<file path="src/rtl/seg7_scan_driver.sv">
// Four-digit multiplexed 7-segment scanner with frame-aligned value commit,
// enable blanking and optional leading-zero suppression.
module seg7_scan_driver #(
    parameter int unsigned CLK_DIV = 1000
) (
    input  logic        clk,
    input  logic        rst,
    input  logic        load,
    input  logic [15:0] value_in,
    input  logic        enable,
    input  logic        blank_lz,
    output logic        ready,
    output logic [6:0]  seg,
    output logic [3:0]  dig_sel,
    output logic        frame_done
);
    localparam int unsigned PCNT_W = 16;
    localparam int unsigned IDX_W  = 2;
    localparam int unsigned VAL_W  = 16;
    localparam int unsigned SEG_W  = 7;
    localparam int unsigned DIG_W  = 4;
    localparam logic [PCNT_W-1:0] PCNT_MAX = PCNT_W'(CLK_DIV - 1);

    logic [PCNT_W-1:0] pcnt;
    logic [IDX_W-1:0]  idx;
    logic [VAL_W-1:0]  disp_reg;
    logic [VAL_W-1:0]  pend_reg;
    logic              pend_v;

    logic              tick_c;
    logic              wrap_c;
    logic              accept_c;
    logic              commit_c;
    logic [3:0]        nib_c;
    logic              lz_c;
    logic              show_c;
    logic [SEG_W-1:0]  seg_nxt_c;
    logic [DIG_W-1:0]  dig_nxt_c;

    function automatic logic [SEG_W-1:0] decode(input logic [3:0] nib);
        logic [SEG_W-1:0] s;
        case (nib)
            4'h0:    s = 7'b1111110;
            4'h1:    s = 7'b0110000;
            4'h2:    s = 7'b1101101;
            4'h3:    s = 7'b1111001;
            4'h4:    s = 7'b0110011;
            4'h5:    s = 7'b1011011;
            4'h6:    s = 7'b1011111;
            4'h7:    s = 7'b1110000;
            4'h8:    s = 7'b1111111;
            4'h9:    s = 7'b1111011;
            4'hA:    s = 7'b1110111;
            4'hB:    s = 7'b0011111;
            4'hC:    s = 7'b1001110;
            4'hD:    s = 7'b0111101;
            4'hE:    s = 7'b1001111;
            default: s = 7'b1000111;
        endcase
        return s;
    endfunction

    // Scan events, handshake qualifiers and next-slot output decode
    always_comb begin
        tick_c    = 1'b0;
        wrap_c    = 1'b0;
        accept_c  = 1'b0;
        commit_c  = 1'b0;
        nib_c     = 4'h0;
        lz_c      = 1'b0;
        show_c    = 1'b0;
        seg_nxt_c = '0;
        dig_nxt_c = '0;

        tick_c   = (pcnt == PCNT_MAX);
        wrap_c   = tick_c && (idx == IDX_W'(3));
        accept_c = load && ready;
        commit_c = wrap_c && pend_v;

        // A slot is a leading zero when it and every higher nibble are zero
        case (idx)
            2'd0: begin nib_c = disp_reg[3:0];   lz_c = 1'b0;                     end
            2'd1: begin nib_c = disp_reg[7:4];   lz_c = (disp_reg[15:4]  == '0); end
            2'd2: begin nib_c = disp_reg[11:8];  lz_c = (disp_reg[15:8]  == '0); end
            default: begin nib_c = disp_reg[15:12]; lz_c = (disp_reg[15:12] == '0); end
        endcase

        show_c = enable && !(blank_lz && lz_c);
        if (show_c) begin
            seg_nxt_c = decode(nib_c);
            dig_nxt_c = DIG_W'(4'b0001 << idx);
        end
    end

    // Prescaler, digit index, pending/display registers and registered outputs
    always_ff @(posedge clk) begin
        if (rst) begin
            pcnt       <= '0;
            idx        <= '0;
            disp_reg   <= '0;
            pend_reg   <= '0;
            pend_v     <= 1'b0;
            ready      <= 1'b1;
            seg        <= '0;
            dig_sel    <= '0;
            frame_done <= 1'b0;
        end else begin
            pcnt <= tick_c ? '0 : pcnt + PCNT_W'(1);
            if (tick_c) begin
                idx <= idx + IDX_W'(1);
            end

            // accept implies pend_v is clear, so it can never coincide with a commit
            if (accept_c) begin
                pend_reg <= value_in;
                pend_v   <= 1'b1;
                ready    <= 1'b0;
            end else if (commit_c) begin
                disp_reg <= pend_reg;
                pend_v   <= 1'b0;
                ready    <= 1'b1;
            end

            frame_done <= wrap_c;
            seg        <= seg_nxt_c;
            dig_sel    <= dig_nxt_c;
        end
    end

endmodule

</file>
<file path="config.mk">
export PLATFORM = sky130hd
export DESIGN_NAME = seg7_scan_driver
export DESIGN_NICKNAME = d
export VERILOG_FILES = /design/src/rtl/seg7_scan_driver.sv
export SDC_FILE = /design/constraint.sdc
export NUM_CORES = 1
export LEC_CHECK = 0
export ABC_AREA = 1
export CORE_MARGIN = 2
export CORE_UTILIZATION = 50
export CTS_CLUSTER_SIZE = 20
export DETAILED_ROUTE_END_ITERATION = 7
export GPL_ROUTABILITY_DRIVEN = 0
export MAX_ROUTING_LAYER = met4
export PLACE_DENSITY = 0.74
export SLEW_MARGIN = 20
export SYNTH_ARGS = -nofsm -noshare
export SYNTH_HDL_FRONTEND = slang
export SYNTH_SLANG_ARGS = --single-unit
</file>
<file path="constraint.sdc">
create_clock -name clk -period 2.52 [get_ports clk]
set_clock_uncertainty 0.15 [all_clocks]
set_input_delay 0.63 -clock clk [delete_from_list [all_inputs] [get_ports clk]]
set_output_delay 0.63 -clock clk [all_outputs]
set_load 0.05 [all_outputs]
</file>
==> run_results.csv <==
group,metric,value,unit
worst_setup_path,crit_path_max_fanout,3,
timing,fmax,430,MHz
global_route,antenna_found_initial,0,
power,power_leakage,0.00164,uW
clock_network,cts_setup_buffers,0,
timing,final.setup.tns,0,ns
logic_synthesis,synthTopCellsByArea,"dfxtp_1 (41%), nand2_1 (12%), nor2_1 (7.7%)",
logic_synthesis,netlist_area,3130,um2
die,io_pins,34,
route,dr.pass1.iters,4,
worst_setup_path,crit_chain,"clkdlybuf4s50_1",
logic_synthesis,synth_area_per_cell,7.05,um2
clock_network,cts_tree,"yes",
route,drt-initial-drc-count,194,
worst_setup_path,cp_top_family,"buffers and inverters",
power,switching_power,489,uW
run_status,status,"complete, no violations",
route,drtAntennaViolNets,0,
worst_setup_path,slowest_delay,0.82,ns
worst_setup_path,critPathSlowestCell,"clkdlybuf4s50_1",
logic_synthesis,yosys_warnings,0,
clock_network,path_clk_slew,0.07,ns
route,drt_wl_total,6.36,mm
worst_setup_path,required,1.74,ns
route,drc,0,
die,design.core.area,5990,um2
clock_network,clock_path_buffers,2,
placed_design,dpl.cell_count,542,
finish,layout_commonest_cell,"nand2_1",
die,fp.dieArea,6910,um2
placed_design,dp_hpwl,4.65,mm
power,vdd_drop_max,0.000396,V
clock_network,cts_sinks,64,
clock_network,cts_root_buf,"clkbuf_8",
timing,hold_viol,0,
worst_setup_path,cp_num_buf_inv,1,
logic_synthesis,ys_seq_elements,64,
global_route,grtUsageTotal,0.202,
finish,nNetsFinal,512,
power,powerDensity,569,nW/um2
finish,fin_cells,558,
global_route,grt_max_degree,42,
min_path,hold_path_class,"reg2reg",
worst_setup_path,path_class,"reg2out",
route,num_vias,2810,
timing,maxSlewViolCount,0,
route,post_drt_wl_per_cell,11.4,um
power,pwr-share-seq,0.506,
timing,period_share,0.922,
power,combPwrFrac,0.078,
die,rows,28,
logic_synthesis,synth_cell_types,32,
timing,slew_headroom,0.669,
global_route,overflow,0,
die,fp.dieW,83.1,um
timing,grt_setup_unrepaired,"no",
logic_synthesis,synth_top_area_frac,0.409,
placed_design,io_buffers,33,
finish,n_fill_cell,555,
finish,antennaDiodeCount,0,
worst_setup_path,rrSetupSlack,0.31,ns
clock_network,clk_latency,0.33,ns
timing,setup_viol,0,
power,switching_share,0.232,
timing,fin_crit,2.32,ns
die,start_util,0.523,
job,cap_viol_max_count,0,
clock_network,cts.htree.levels,3,
logic_synthesis,synthCells,444,
global_route,grt_pass1_wl,11.3,mm
worst_setup_path,critPathLaunchType,"flop",
die,die_y,83.1,um
worst_setup_path,cp_data_arrival_time,1.54,ns
clock_network,cts_buffers,9,
logic_synthesis,syn-num-nets,478,
power,p_int,1620,uW
global_route,first_global_vias,2645,
power,p_clk_frac,0.416,
finish,multi_input_area,1570,um2
logic_synthesis,yosys.area.top_type,"dfxtp_1",
placed_design,pre_cts_ws,0.219,ns
finish,area_growth,18.5,%
logic_synthesis,synth.yosys.seq_area_share,0.409,
route,viasPerCell,5.04,
timing,whs,0.321,ns
finish,layout_common_cells,"nand2_1 (101), nor2_1 (64), dfxtp_1 (64)",
worst_setup_path,critPathCaptureType,"output pin",
timing,worst_slack,0.196,ns
timing,tightest_slew,0.495,ns
finish,drive_above_1_share,0.0952,
finish,final-seq-area,1280,um2
-- routing by layer --
metal | GRT usage | routed length, um | up-vias
met2 | 0.313 | 2770 | 61
li1 | - | - | 1489
met3 | 0.0378 | 286 | 7
met4 | 0.0835 | 80 | 0
met5 | - | 0 | -
met1 | 0.260 | 3220 | 1253
-- worst reg2reg max path: cells and delay by family (launching register included) --
kind,cells,cell delay (ns)
buffers and inverters,2,0.28
adders and majority gates,2,0.55
and+or+nand+nor,6,0.39
DFF,1,0.47
AOI/OAI and AO/OA,1,0.25
-- kinds of logic after synthesis --
| logic type | share of synthesized area |
|---|---|
| buf+inv | 0.0911 |
| fa+ha+maj | 0.0519 |
| compound gates | 0.0799 |
| xor+xnor | 0.00559 |
| flops | 0.409 |
| simple gates | 0.362 |
-- power groups by stage --
stage / clock network (uW) / logic, uW / registers [uW]
after floorplan: 0 / 83.8 / 1110
after global placement: 0 / 163 / 1090
after detailed placement: 0 / 164 / 1090
after CTS: 897 / 164 / 1070
after global routing: 941 / 184 / 1070
final: 878 / 164 / 1070
-- cells in the mapped netlist (all sizes together) --
| cell | count |
|---|---|
| a211oi | 1 |
| a21oi | 14 |
| a31oi | 1 |
| buf | 5 |
| clkbuf | 8 |
| clkinv | 1 |
| dfxtp | 64 |
| ha | 13 |
| inv | 56 |
| nand2 | 107 |
| nand3 | 31 |
| nand4 | 22 |
| nor2 | 78 |
| nor3 | 11 |
| nor4 | 1 |
| o21ai | 27 |
| o21bai | 1 |
| o22ai | 1 |
| xnor2 | 1 |
| xor2 | 1 |
-- stage by stage --
stage	power, uW	area [um2]	utilization
floorplan	1190	3130	-
global route	2200	3710	0.619
finish	2110	3710	0.619
global placement	1250	3510	0.585
CTS	2130	3710	0.619
detailed placement	1250	3510	0.585
-- timing repair --
item | in CTS | in global routing
endpoints found under the setup margin | 0 | 3
resized for setup | 0 | 1
hold buffers | 0 | 0
hold endpoints to repair | 0 | 0
-- cell type report --
| cell class | instances | area share |
|---|---|---|
| multi-input cells | 310 | 0.423 |
| flip-flops and latches | 64 | 0.345 |
| repair buffers | 36 | 0.0951 |
| inverters | 57 | 0.0577 |
| clock buffers | 13 | 0.0428 |
| well taps | 75 | 0.0253 |
| clock inverters | 3 | 0.0108 |
-- worst paths after layout --
| check | startpoint | to | cells after the start |
|---|---|---|---|
| setup / recovery | ready | ready | 1 |
| hold reg to reg | pcnt[0] | pcnt[0] | 1 |
| hold / removal | pcnt[0] | pcnt[0] | 1 |
| setup reg to reg | idx[0] | seg[3] | 11 |
Note: power is estimated with default switching activity, not from simulation.
